## config.mk

```make
export PLATFORM = sky130hd
export DESIGN_NAME = alu_mc_flat
export DESIGN_NICKNAME = d
export VERILOG_FILES = /design/src/rtl/alu_mc_if.sv /design/src/rtl/alu_mc.sv /design/src/flat_wrapper.sv
export SDC_FILE = /design/constraint.sdc
export NUM_CORES = 1
export LEC_CHECK = 0
export ABC_AREA = 1
export CORE_ASPECT_RATIO = 0.75
export CORE_MARGIN = 8
export CORE_UTILIZATION = 30
export CTS_CLUSTER_DIAMETER = 100
export DETAILED_ROUTE_END_ITERATION = 7
export GPL_ROUTABILITY_DRIVEN = 0
export PLACE_DENSITY_LB_ADDON = 0.08
export RECOVER_POWER = 100
export SYNTH_ARGS = -nofsm -noshare
export SYNTH_HDL_FRONTEND = slang
export SYNTH_SLANG_ARGS = --single-unit
```

## constraint.sdc

```tcl
create_clock -name clk -period 4.3 [get_ports clk]
set_clock_uncertainty 0.2 [all_clocks]
set_input_delay 0.645 -clock clk [delete_from_list [all_inputs] [get_ports clk]]
set_output_delay 0.645 -clock clk [all_outputs]
set_load 0.03 [all_outputs]
```

## src/rtl/alu_mc_if.sv

```systemverilog
// Request/response bundle for alu_mc: operands and op select in, registered result,
// flags and HI/LO out, with a valid/ready handshake.
interface alu_mc_if #(
    parameter int unsigned WIDTH = 32
);
    logic             in_valid;
    logic             in_ready;
    logic [WIDTH-1:0] a;
    logic [WIDTH-1:0] b;
    logic [3:0]       ALU_Ctrl;
    logic [WIDTH-1:0] result;
    logic             zero;
    logic             overflow;
    logic             dbz;
    logic             out_valid;
    logic [WIDTH-1:0] hi;
    logic [WIDTH-1:0] lo;

    modport master (
        output in_valid, a, b, ALU_Ctrl,
        input  in_ready, result, zero, overflow, dbz, out_valid, hi, lo
    );

    modport slave (
        input  in_valid, a, b, ALU_Ctrl,
        output in_ready, result, zero, overflow, dbz, out_valid, hi, lo
    );
endinterface

```

## src/rtl/alu_mc.sv

```systemverilog
// Registered EX-stage ALU: single-cycle logic/arith/shift/compare ops plus iterative
// unsigned multiply (shift-add) and divide (restoring) into HI/LO over WIDTH clocks.
module alu_mc #(
    parameter int unsigned WIDTH = 32
) (
    input logic       clk,
    input logic       rst,
    alu_mc_if.slave   bus
);
    localparam int unsigned SHW = $clog2(WIDTH);
    localparam logic [SHW-1:0] CntLast = SHW'(WIDTH - 1);

    localparam logic [3:0] OpAnd   = 4'b0000;
    localparam logic [3:0] OpOr    = 4'b0001;
    localparam logic [3:0] OpXor   = 4'b0011;
    localparam logic [3:0] OpNor   = 4'b0100;
    localparam logic [3:0] OpSll   = 4'b0101;
    localparam logic [3:0] OpSub   = 4'b0110;
    localparam logic [3:0] OpSlt   = 4'b0111;
    localparam logic [3:0] OpSltu  = 4'b1000;
    localparam logic [3:0] OpSrl   = 4'b1001;
    localparam logic [3:0] OpSra   = 4'b1010;
    localparam logic [3:0] OpMultu = 4'b1011;
    localparam logic [3:0] OpDivu  = 4'b1100;
    localparam logic [3:0] OpMfhi  = 4'b1101;
    localparam logic [3:0] OpMflo  = 4'b1110;

    typedef enum logic [1:0] {StIdle, StMul, StDiv} state_e;

    state_e           state_q, state_d;
    logic [SHW-1:0]   cnt_q, cnt_d;
    logic [WIDTH-1:0] wa_q, wa_d;     // product high / partial remainder
    logic [WIDTH-1:0] wb_q, wb_d;     // multiplier bits / dividend-then-quotient
    logic [WIDTH-1:0] opnd_q, opnd_d; // multiplicand / divisor
    logic [WIDTH-1:0] result_q, result_d;
    logic             zero_q, zero_d;
    logic             ovf_q, ovf_d;
    logic             dbz_q, dbz_d;
    logic             valid_q, valid_d;
    logic [WIDTH-1:0] hi_q, hi_d;
    logic [WIDTH-1:0] lo_q, lo_d;

    logic [SHW-1:0]   shamt;
    logic [WIDTH-1:0] sum, diff, alu_res;
    logic             alu_ovf;

    assign shamt = bus.a[SHW-1:0];
    assign sum   = bus.a + bus.b;
    assign diff  = bus.a - bus.b;

    always_comb begin
        alu_res = sum;
        alu_ovf = 1'b0;
        case (bus.ALU_Ctrl)
            OpAnd:  alu_res = bus.a & bus.b;
            OpOr:   alu_res = bus.a | bus.b;
            OpXor:  alu_res = bus.a ^ bus.b;
            OpNor:  alu_res = ~(bus.a | bus.b);
            OpSll:  alu_res = bus.b << shamt;
            OpSrl:  alu_res = bus.b >> shamt;
            OpSra:  alu_res = WIDTH'($signed(bus.b) >>> shamt);
            OpSlt:  alu_res = {{(WIDTH-1){1'b0}}, $signed(bus.a) < $signed(bus.b)};
            OpSltu: alu_res = {{(WIDTH-1){1'b0}}, bus.a < bus.b};
            OpMfhi: alu_res = hi_q;
            OpMflo: alu_res = lo_q;
            OpSub: begin
                alu_res = diff;
                alu_ovf = (bus.a[WIDTH-1] != bus.b[WIDTH-1]) &&
                          (diff[WIDTH-1] != bus.a[WIDTH-1]);
            end
            default: begin
                alu_res = sum;
                alu_ovf = (bus.a[WIDTH-1] == bus.b[WIDTH-1]) &&
                          (sum[WIDTH-1] != bus.a[WIDTH-1]);
            end
        endcase
    end

    // One shift-add step: add multiplicand when the current multiplier LSB is set.
    logic [WIDTH:0]   mul_sum;
    logic [WIDTH-1:0] mul_hi_nx, mul_lo_nx;
    assign mul_sum   = {1'b0, wa_q} + (wb_q[0] ? {1'b0, opnd_q} : '0);
    assign mul_hi_nx = mul_sum[WIDTH:1];
    assign mul_lo_nx = {mul_sum[0], wb_q[WIDTH-1:1]};

    // One restoring step; a zero divisor naturally yields all-ones quotient and rem = a.
    logic [WIDTH:0]   div_shift, div_trial;
    logic             div_ok;
    logic [WIDTH-1:0] div_rem_nx, div_quo_nx;
    assign div_shift  = {wa_q, wb_q[WIDTH-1]};
    assign div_trial  = div_shift - {1'b0, opnd_q};
    assign div_ok     = div_shift >= {1'b0, opnd_q};
    assign div_rem_nx = div_ok ? div_trial[WIDTH-1:0] : div_shift[WIDTH-1:0];
    assign div_quo_nx = {wb_q[WIDTH-2:0], div_ok};

    always_comb begin
        state_d  = state_q;
        cnt_d    = cnt_q;
        wa_d     = wa_q;
        wb_d     = wb_q;
        opnd_d   = opnd_q;
        result_d = result_q;
        zero_d   = zero_q;
        ovf_d    = ovf_q;
        dbz_d    = dbz_q;
        valid_d  = 1'b0;
        hi_d     = hi_q;
        lo_d     = lo_q;
        case (state_q)
            StIdle: begin
                if (bus.in_valid) begin
                    case (bus.ALU_Ctrl)
                        OpMultu: begin
                            wa_d    = '0;
                            wb_d    = bus.b;
                            opnd_d  = bus.a;
                            cnt_d   = '0;
                            state_d = StMul;
                        end
                        OpDivu: begin
                            wa_d    = '0;
                            wb_d    = bus.a;
                            opnd_d  = bus.b;
                            cnt_d   = '0;
                            state_d = StDiv;
                        end
                        default: begin
                            result_d = alu_res;
                            zero_d   = (alu_res == '0);
                            ovf_d    = alu_ovf;
                            dbz_d    = 1'b0;
                            valid_d  = 1'b1;
                        end
                    endcase
                end
            end
            StMul: begin
                wa_d  = mul_hi_nx;
                wb_d  = mul_lo_nx;
                cnt_d = cnt_q + SHW'(1);
                if (cnt_q == CntLast) begin
                    hi_d     = mul_hi_nx;
                    lo_d     = mul_lo_nx;
                    result_d = mul_lo_nx;
                    zero_d   = (mul_lo_nx == '0);
                    ovf_d    = 1'b0;
                    dbz_d    = 1'b0;
                    valid_d  = 1'b1;
                    state_d  = StIdle;
                end
            end
            StDiv: begin
                wa_d  = div_rem_nx;
                wb_d  = div_quo_nx;
                cnt_d = cnt_q + SHW'(1);
                if (cnt_q == CntLast) begin
                    hi_d     = div_rem_nx;
                    lo_d     = div_quo_nx;
                    result_d = div_quo_nx;
                    zero_d   = (div_quo_nx == '0);
                    ovf_d    = 1'b0;
                    dbz_d    = (opnd_q == '0);
                    valid_d  = 1'b1;
                    state_d  = StIdle;
                end
            end
            default: state_d = StIdle;
        endcase
    end

    always_ff @(posedge clk) begin
        if (rst) begin
            state_q  <= StIdle;
            cnt_q    <= '0;
            wa_q     <= '0;
            wb_q     <= '0;
            opnd_q   <= '0;
            result_q <= '0;
            zero_q   <= 1'b0;
            ovf_q    <= 1'b0;
            dbz_q    <= 1'b0;
            valid_q  <= 1'b0;
            hi_q     <= '0;
            lo_q     <= '0;
        end else begin
            state_q  <= state_d;
            cnt_q    <= cnt_d;
            wa_q     <= wa_d;
            wb_q     <= wb_d;
            opnd_q   <= opnd_d;
            result_q <= result_d;
            zero_q   <= zero_d;
            ovf_q    <= ovf_d;
            dbz_q    <= dbz_d;
            valid_q  <= valid_d;
            hi_q     <= hi_d;
            lo_q     <= lo_d;
        end
    end

    assign bus.in_ready  = (state_q == StIdle);
    assign bus.result    = result_q;
    assign bus.zero      = zero_q;
    assign bus.overflow  = ovf_q;
    assign bus.dbz       = dbz_q;
    assign bus.out_valid = valid_q;
    assign bus.hi        = hi_q;
    assign bus.lo        = lo_q;
endmodule

```

## src/flat_wrapper.sv

```systemverilog
// flat-port wrapper written by rule: the top's interface ports become plain ports
module alu_mc_flat 
#(
    parameter int unsigned WIDTH = 32
)
  (clk, rst, bus_in_valid, bus_a, bus_b, bus_ALU_Ctrl, bus_in_ready, bus_result, bus_zero, bus_overflow, bus_dbz, bus_out_valid, bus_hi, bus_lo);
  alu_mc_if #(.WIDTH(WIDTH)) bus_i ();
  input logic clk;
  input logic rst;
  input wire logic [$bits(bus_i.in_valid)-1:0] bus_in_valid;
  input wire logic [$bits(bus_i.a)-1:0] bus_a;
  input wire logic [$bits(bus_i.b)-1:0] bus_b;
  input wire logic [$bits(bus_i.ALU_Ctrl)-1:0] bus_ALU_Ctrl;
  output wire logic [$bits(bus_i.in_ready)-1:0] bus_in_ready;
  output wire logic [$bits(bus_i.result)-1:0] bus_result;
  output wire logic [$bits(bus_i.zero)-1:0] bus_zero;
  output wire logic [$bits(bus_i.overflow)-1:0] bus_overflow;
  output wire logic [$bits(bus_i.dbz)-1:0] bus_dbz;
  output wire logic [$bits(bus_i.out_valid)-1:0] bus_out_valid;
  output wire logic [$bits(bus_i.hi)-1:0] bus_hi;
  output wire logic [$bits(bus_i.lo)-1:0] bus_lo;
  assign bus_i.in_valid = bus_in_valid;
  assign bus_i.a = bus_a;
  assign bus_i.b = bus_b;
  assign bus_i.ALU_Ctrl = bus_ALU_Ctrl;
  assign bus_in_ready = bus_i.in_ready;
  assign bus_result = bus_i.result;
  assign bus_zero = bus_i.zero;
  assign bus_overflow = bus_i.overflow;
  assign bus_dbz = bus_i.dbz;
  assign bus_out_valid = bus_i.out_valid;
  assign bus_hi = bus_i.hi;
  assign bus_lo = bus_i.lo;
  alu_mc #(.WIDTH(WIDTH)) u_core (.clk(clk), .rst(rst), .bus(bus_i));
endmodule
```

# Word-level counts from Yosys, hierarchy flattened
# Index checks and enable logic that the tools add are counted.
# op_classes
order_cmp	3
n_mux	44
addsub	5
n_bitwise	4
n_eq_ne	27
shift	3
reduce_logical	23
# op_table
cell	n
32-bit case mux with 12 select lines	1
32-bit 2-to-1 mux	11
32-bit case mux with 3 select lines	3
32-bit case mux with 2 select lines	4
32-bit logical NOT	4
32-bit less-than comparator	2
32-bit subtractor	2
32-bit by 32-bit adder with 33-bit output	1
33-bit by 32-bit >= comparator with 1-bit output	1
32-bit adder	1
32-bit AND	1
32-bit inverter	1
32-bit OR	1
32-bit by 5-bit left shift with 32-bit output	1
32-bit by 5-bit right shift with 32-bit output	1
32-bit by 5-bit >>> shifter with 32-bit output	1
32-bit bitwise XOR	1
4-bit equality test, second input constant	7
3-bit AND reduction	6
4-bit by 3-bit equality test with 1-bit output, second input constant	4
1-bit 2-to-1 mux	13
11-bit OR reduction	1
5-bit 2-to-1 mux	2
5-bit case mux with 2 select lines	1
other kinds (23)	38
# totals
reg_bits	203
input_bits	71
output_inout_bits	101

# Depth between registers and ports, before layout
# Gate-level depths: netlist (run 1).
# logic_depth
depth_word	7
ltp_mapped	24

# Least setup slack after synthesis (run 1)
# Ideal clock, no wire load.
# synth_timing
path_type	input to register
from	input port bus_a[1]
to	register u_core.zero_q (netlist: u_core.bus.zero)
path_stages	24
path_buffers	3
arrival_ns	3.001
setup_time_ns	0.070
slack_ns	1.029
cell_sequence	buf_2 -> inv_2 -> buf_2 -> buf_4 -> fa_1 -> inv_1 -> nand3_1 -> nand2_1 -> nand2_1 -> nand2_1 -> nand3_1 -> nand2_1 -> nand2_1 -> nand2_1 -> nand2_1 -> nand2_1 -> nor2_1 -> nor2_1 -> nand2_1 -> nor2_1 -> nand2_1 -> nor2_1 -> nand3_1 -> a21oi_1
# synth_via
elab_chain_len	7
elab_cells_between_ends	16
cone_classes	add/sub (2); order compare (2); shift (3); mux (4); bitwise (4); reduce/logical (1)
# synth_lines
item	line_no	source
from (decl)	flat_wrapper.sv:11	input wire logic [$bits(bus_i.a)-1:0] bus_a;
branches (longest 2 deep; another with 32-bit adder)	n/a	
32-bit case mux with 12 select lines *	alu_mc.sv:54	case (bus.ALU_Ctrl)
32-bit logical NOT *	alu_mc.sv:129	zero_d = (alu_res == '0);
1-bit 2-to-1 mux *	alu_mc.sv:112	case (bus.ALU_Ctrl)
1-bit 2-to-1 mux *	alu_mc.sv:111	if (bus.in_valid) begin
1-bit case mux with 3 select lines *	alu_mc.sv:109	case (state_q)
to (signal assigned)	alu_mc.sv:192	zero_q <= zero_d;
to (decl)	alu_mc.sv:36	logic zero_q, zero_d;
# Every way passes the cells marked *. The select of a mux whose other input is x is not followed.
# A chain may end at the register's enable or synchronous reset.

# Worst setup path in the final report (run 1)
# layout_timing
from	input port bus_a[18]
to	register u_core.zero_q (netlist: u_core.bus.zero)
# Same word-level chain as after synthesis.

==> impl_metrics.tcl, run 1 <==
set metrics [dict create \
    htree_levels 1 \
    yosysWarningCount 0 \
    nFillCells 9249 \
    wl_per_cell_um 24.6 \
    layout-drive-gt1-share_pct 7.19 \
    post_cts_buffers 0 \
    min_period_ns 4.21 \
    cts_tree "done" \
    synth_compound_area_share_pct 19.1 \
    reg2reg_depth 14 \
    synth_cell_types 49 \
    fin_ws_ns 0.0881 \
    worstHoldPathType "flop to flop" \
    reg2reg_setup_slack_ns 0.19 \
    fmax_mhz 237 \
    powerDensity_nw_per_um2 345 \
    placed_cells_incl_taps 5690 \
    dr.pass1.iters 6 \
    critPathKind "input pin to flop" \
    ys.flop_type "dfxtp_1" \
    place_area_um2 28600 \
    postRouteWirelength_um 141000 \
    p_clk_share_pct 21.9 \
    syn_area_um2 24400 \
    comb_power_share_pct 56.0 \
    rows 90 \
    core_region_area_um2 80400 \
    slew_violations 29 \
    synthSimpleGateAreaFrac_pct 42.8 \
    cts.clk_slew.worst_paths_ns 0.07 \
    rsz0062_at_grt "no" \
    syn2layout_area_growth_pct 20.3 \
    grt_pass1_vias 28100 \
    fp.dieW_um 345 \
    period_share_pct 98.0 \
    grt_pass1_wl_um 201000 \
    critical_path.top_delay_family "simple AND/OR/NAND/NOR gates" \
    drt_iter0_drc 4543 \
    final_nets 4899 \
    synth-async-reset-ratio_pct 0 \
    cp_max_fo 3 \
    synth-edff-count 0 \
    cp.required_ns 4.60 \
    ys_ff_latch 203 \
    p_seq_share_pct 22.1 \
    cts_buffer_depth 3 \
    synthAdderAreaFrac_pct 8.85 \
    stdcell_area_um2 29300 \
    tightestPinTransition_ns 1.74 \
    die_y_um 263 \
    intPower_mw 4.92 \
    initial_core_util_pct 30.3 \
    grt_use_total_pct 29.2 \
    syn-mean-instance-area_um2 5.52 \
    cts_resized 0 \
    vias_per_cell 5.54 \
    grt_max_degree 71 \
    regToRegStartpoint "u_core.wb_q[0]" \
    ir_drop_v 0.000408 \
    maxCapViolCount 1 \
    crit_path_max_incr_delay_ns 0.66 \
    setup_violations 0 \
    power_switching_mw 5.21 \
    hold_viol 0 \
    ant_nets 0 \
    synth.net_count 4660 \
    maxSlewHeadroom_pct -15.9 \
    crit_buf_inv 3 \
    worstReg2RegEnd "u_core.wa_q[20]" \
    leakage_nw 14.5 \
    slowest_stage "clkdlybuf4s50_1" \
    antenna_found_initial 2 \
    worstHoldPathCells 2 \
    critPathCaptureType "flop" \
    synth-xor-area-share_pct 1.69 \
    p_sw_share_pct 51.4 \
    muxShareOfSynthArea_pct 0 \
    cts.sinks 203 \
    hold_buffers 0 \
    min_to "u_core.bus.result[24]" \
    grt-ovfl-total 0 \
    remaining_drc_errors 0 \
    postLayoutCoreUtil_pct 36.5 \
    yosysSeqAreaShare_pct 16.7 \
    final_cell_mix "nand2_1 (1545), nand3_1 (461), inv_1 (440)" \
    worst_ep_arrival_time_ns 4.51 \
    final_common_cell "nand2_1" \
    num_vias 31800 \
    hpwl_um 115000 \
    pin_count 172 \
    synth_top_family_by_area "simple AND/OR/NAND/NOR gates" \
    pre_cts_ws_ns -0.189 \
    cts_buffers 24 \
    start_kind "input pin" \
    die_area_um2 90700 \
    syn_inst 4419 \
    cts-root-buf "clkbuf_16" \
    violations "capacitance limit, slew limit" \
    fin_cells 5736 \
    clk_latency_ns 0.57 \
    status "finished with violations" \
    hold_start "u_core.bus.result[24]" \
    fin_setup_tns_ns 0 \
    path_cells "clkdlybuf4s50_1 -> inv_1 -> ha_1 -> nor2_1 -> buf_4 -> nand2_1 -> nor2_1 -> nand3_1 -> nand3_1 -> nand2_1 -> nand3_1 -> nand3_1 -> nor2_1 -> nand2_1 -> nor2_1 -> nand2_1 -> nor2_1 -> nand3_1 -> a21oi_1" \
    portBuffers 171 \
]
-- worst max-delay path by stage --
stage / start / to / slack [ns] / depth (start not counted)
after floorplan: bus_a[1] / u_core.bus.zero / 1.03 / 24
after global placement: bus_a[18] / u_core.bus.zero / -0.24 / 19
after detailed placement: bus_a[18] / u_core.bus.zero / -0.19 / 19
after CTS: bus_a[18] / u_core.bus.zero / 0.38 / 19
after global routing: bus_ALU_Ctrl[0] / u_core.wb_q[0] / 0.05 / 10
final: bus_a[18] / u_core.bus.zero / 0.09 / 19
-- tightest hold or removal path: cells and delay by family (launching register included) --
family	cells	cell delay, ns
compound gates	1	0.05
simple gates	1	0.06
flops	1	0.31
-- synth_stat cells, types with 5 or more instances --
| cell type | instances | area, um^2 |
|---|---|---|
| a211oi_1 | 5 | 37.5 |
| a21boi_0 | 8 | 60.1 |
| a21o_1 | 9 | 67.6 |
| a21oi_1 | 280 | 1400 |
| a221oi_1 | 12 | 105 |
| a31oi_1 | 131 | 820 |
| and2_1 | 10 | 62.6 |
| buf_1 | 20 | 75.1 |
| buf_2 | 68 | 340 |
| buf_4 | 6 | 45.0 |
| buf_6 | 5 | 56.3 |
| clkbuf_1 | 118 | 443 |
| dfxtp_1 | 203 | 4060 |
| ha_1 | 166 | 2080 |
| inv_1 | 442 | 1660 |
| inv_2 | 10 | 37.5 |
| nand2_1 | 1545 | 5800 |
| nand2_2 | 8 | 50.1 |
| nand3_1 | 461 | 2310 |
| nand3b_1 | 36 | 270 |
| nand4_1 | 39 | 244 |
| nor2_1 | 323 | 1210 |
| nor2_2 | 5 | 31.3 |
| nor3_1 | 42 | 210 |
| nor4_1 | 22 | 138 |
| o2111ai_1 | 8 | 70.1 |
| o211ai_1 | 46 | 345 |
| o21a_1 | 5 | 37.5 |
| o21ai_0 | 276 | 1380 |
| o21bai_1 | 11 | 82.6 |
| o22ai_1 | 9 | 56.3 |
| or2_2 | 10 | 62.6 |
| xnor2_1 | 22 | 193 |
| xor2_1 | 25 | 219 |
-- sequential cells by signal (all words and copies together), names as in the netlist --
name,count
u_core.bus.hi,32
u_core.bus.lo,32
u_core.bus.result,32
u_core.opnd_q,32
u_core.wa_q,32
u_core.wb_q,32
u_core.cnt_q,5
u_core.state_q,2
u_core.bus.dbz,1
u_core.bus.out_valid,1
u_core.bus.overflow,1
u_core.bus.zero,1
-- power by group through the flow --
| stage | combinational, mW | clock (mW) | sequential (mW) |
|---|---|---|---|
| floorplan | 2.88 | 0 | 2.46 |
| global placement | 5.60 | 0 | 2.29 |
| detailed placement | 5.58 | 0 | 2.28 |
| CTS | 5.62 | 2.25 | 2.24 |
| global route | 6.01 | 2.32 | 2.26 |
| finish | 5.67 | 2.22 | 2.24 |
-- layout make-up --
type	instances	area (um^2)	area share, %
Inverter	454	1710	5.81
Tap cell	1058	1320	4.51
Multi-Input combinational cell	3544	17700	60.2
Timing Repair Buffer	431	3730	12.7
Antenna cell	3	7.51	0.0256
Sequential cell	203	4060	13.9
Clock inverter	8	82.6	0.282
Clock buffer	35	743	2.53
-- kinds of logic after synthesis --
logic type | count (synthesis)
fa+ha+maj | 170
xor+xnor | 47
simple gates | 2505
compound gates | 822
buf+inv | 672
flops | 203
-- through the flow --
stage                     hold WS, ns  total power, mW
after global placement          0.254             7.89
final                           0.263             10.1
after global routing            0.298             10.6
after CTS                       0.267             10.1
after detailed placement        0.259             7.87
after floorplan                 0.250             5.34
-- metal layers --
layer	track usage (%)	part of all wire [%]	wire length (um)
met1	44.7	48	68000
met2	39.0	37	52800
met3	8.02	11	16100
met4	7.50	3.0	4290
met5	0	0.0092	13
Power figures use the tool's default switching activity.
==> run 2, diff against run 1 <==
- CAP_MARGIN: unset -> 20
- CTS_CLUSTER_DIAMETER: 100 -> 120
- clock period: 4.3 -> 5.4 ns (I/O delays scaled with it)
==> run 2 against run 1 <==
Effect of this change:
- the flow still finishes with violations (capacitance limit, slew limit)
- first-iteration DRC count fell by 2.0%
- non-clock buffer count decreased by 170
- sequential share of layout area up 0.68 points
- critical path depth down 9
- wire length fell by 1.2%
- clock power fell by 20%
- register-to-register slack gained 0.52 ns
- combinational power decreased by 25%
- cell count fell by 3.0%
==> impl_metrics.tcl, run 2 (synthesis results as in run 1) <==
set metrics [dict create \
    die_area_um2 90700 \
    cts_buffers 25 \
    maxCapViolCount 4 \
    slew_violations 170 \
    final_cell_mix "nand2_1 (1546), nand3_1 (461), inv_1 (440)" \
    crit_top_cell "o21ai_0" \
    remaining_drc_errors 0 \
    critPathKind "input pin to flop" \
    hold_viol 0 \
    tightestPinTransition_ns 2.08 \
    fmax_mhz 202 \
    slowest_stage "clkbuf_1" \
    reg2reg_setup_slack_ns 0.71 \
    start_kind "input pin" \
    grt_pass1_vias 27500 \
    cts_tree "done" \
    grt_max_degree 74 \
    wl_met2_um 51400 \
    hpwl_um 113000 \
    wl_per_cell_um 25.1 \
    layout-drive-gt1-share_pct 3.84 \
    worstReg2RegEnd "u_core.bus.result[0]" \
    min_to "u_core.bus.result[2]" \
    leakage_nw 13.7 \
    dr.pass1.iters 6 \
    final_common_cell "nand2_1" \
    initial_core_util_pct 30.3 \
    status "finished with violations" \
    syn2layout_area_growth_pct 14.7 \
    reg2reg_depth 14 \
    ir_drop_v 0.000405 \
    core_region_area_um2 80400 \
    htree_levels 1 \
    top_layer "met5" \
    antenna_found_initial 11 \
    setup_violations 0 \
    cts-root-buf "clkbuf_16" \
    portBuffers 171 \
    path_cells "dlygate4sd3_1 -> nand2_1 -> nor2_4 -> clkbuf_1 -> clkinv_1 -> buf_4 -> nor2_1 -> o21ai_0 -> o21ai_0 -> a21oi_1" \
    cts.sinks 203 \
    powerDensity_nw_per_um2 281 \
    die_y_um 263 \
    worstHoldPathCells 2 \
    grt_pass1_wl_um 200000 \
    cts_resized 0 \
    critPathCaptureType "flop" \
    num_vias 31400 \
    pin_count 172 \
    intPower_mw 3.74 \
    rows 90 \
    final_nets 4730 \
    cts.clk_slew.worst_paths_ns 0.06 \
    period_share_pct 91.5 \
    cp_max_fo 28 \
    maxSlewHeadroom_pct -38.5 \
    rsz0062_at_grt "no" \
    drt_iter0_drc 4453 \
    wl_met1_um 66700 \
    comb_power_share_pct 54.5 \
    post_cts_buffers 0 \
    regToRegStartpoint "u_core.opnd_q[17]" \
    clk_latency_ns 0.58 \
    p_sw_share_pct 52.4 \
    crit_path_max_incr_delay_ns 1.21 \
    min_period_ns 4.94 \
    hold_start "u_core.bus.result[2]" \
    worst_ep_arrival_time_ns 5.18 \
    postRouteWirelength_um 139000 \
    grt_use_total_pct 28.9 \
    cts_buffer_depth 3 \
    fin_setup_tns_ns 0 \
    hold_buffers 0 \
    grt-ovfl-total 0 \
    worstHoldPathType "flop to flop" \
    vias_per_cell 5.64 \
    violations "capacitance limit, slew limit" \
    holdWs_ns 0.264 \
    p_seq_share_pct 22.9 \
    ant_nets 0 \
    cp.required_ns 5.64 \
    power_switching_mw 4.12 \
    p_clk_share_pct 22.6 \
    wl_met3_um 16700 \
    fp.dieW_um 345 \
]
## run 2: changes by cell type in the layout (fill, tap and decap cells not counted), sizes merged
cell and delta:
clkinvlp -1, buf -152, diode -2, dlygate4sd3 +3, clkbuf -16, clkinv +2
inv -1, clkdlybuf4s50 -3
## run 2: power groups by stage
stage                     Combinational [mW]  Clock, mW  Sequential, mW
after floorplan                         2.29          0            1.96
after global placement                  4.20          0            1.83
after detailed placement                4.19          0            1.83
after CTS                               4.20       1.81            1.80
after global routing                    4.53       1.87            1.81
final                                   4.28       1.78            1.80
## run 2: metal layers
layer | vias up | GRT usage [%]
met5 | - | 0
met4 | 14 | 7.92
met3 | 195 | 7.65
met2 | 1790 | 37.9
met1 | 14700 | 44.9
li1 | 14700 | -
## run 2: worst max-delay path: cells and delay by family
| kind | cells | cell delay, ns |
|---|---|---|
| simple gates | 3 | 0.49 |
| buf+inv | 4 | 3.53 |
| compound gates | 3 | 0.31 |
## run 2: stage by stage
stage / std cells / util, % / setup WS [ns] / cell area [um^2] / power, mW
2_1_floorplan: 4419 / - / 1.96 / 24400 / 4.25
3_3_place_gp: 5519 / 33.8 / 0.489 / 27200 / 6.03
3_5_place_dp: 5520 / 33.8 / 0.509 / 27200 / 6.01
4_1_cts: 5565 / 34.9 / 1.09 / 28000 / 7.81
5_1_grt: 5565 / 34.8 / 0.377 / 27900 / 8.21
6_report: 5566 / 34.8 / 0.461 / 28000 / 7.86
## run 2: how the worst max path moves through the flow
stage / start / end / slack, ns / cells past startpoint
after floorplan: bus_a[1] / u_core.bus.zero / 1.96 / 24
after global placement: bus_b[18] / u_core.bus.zero / 0.49 / 18
after detailed placement: bus_a[20] / u_core.bus.zero / 0.51 / 18
after CTS: bus_a[20] / u_core.bus.zero / 1.09 / 18
after global routing: bus_ALU_Ctrl[2] / u_core.wb_q[31] / 0.38 / 10
final: bus_ALU_Ctrl[2] / u_core.wb_q[31] / 0.46 / 10
## run 2: layout make-up
cell class                 count  area [um^2]
fill                        9361        52500
clock buffer                  37          751
multi-input combinational   3544        17700
tap                         1058         1320
timing repair buffer         261         2360
antenna                        1         2.50
clock inverter                 8         81.3
sequential                   203         4060
inverter                     454         1710
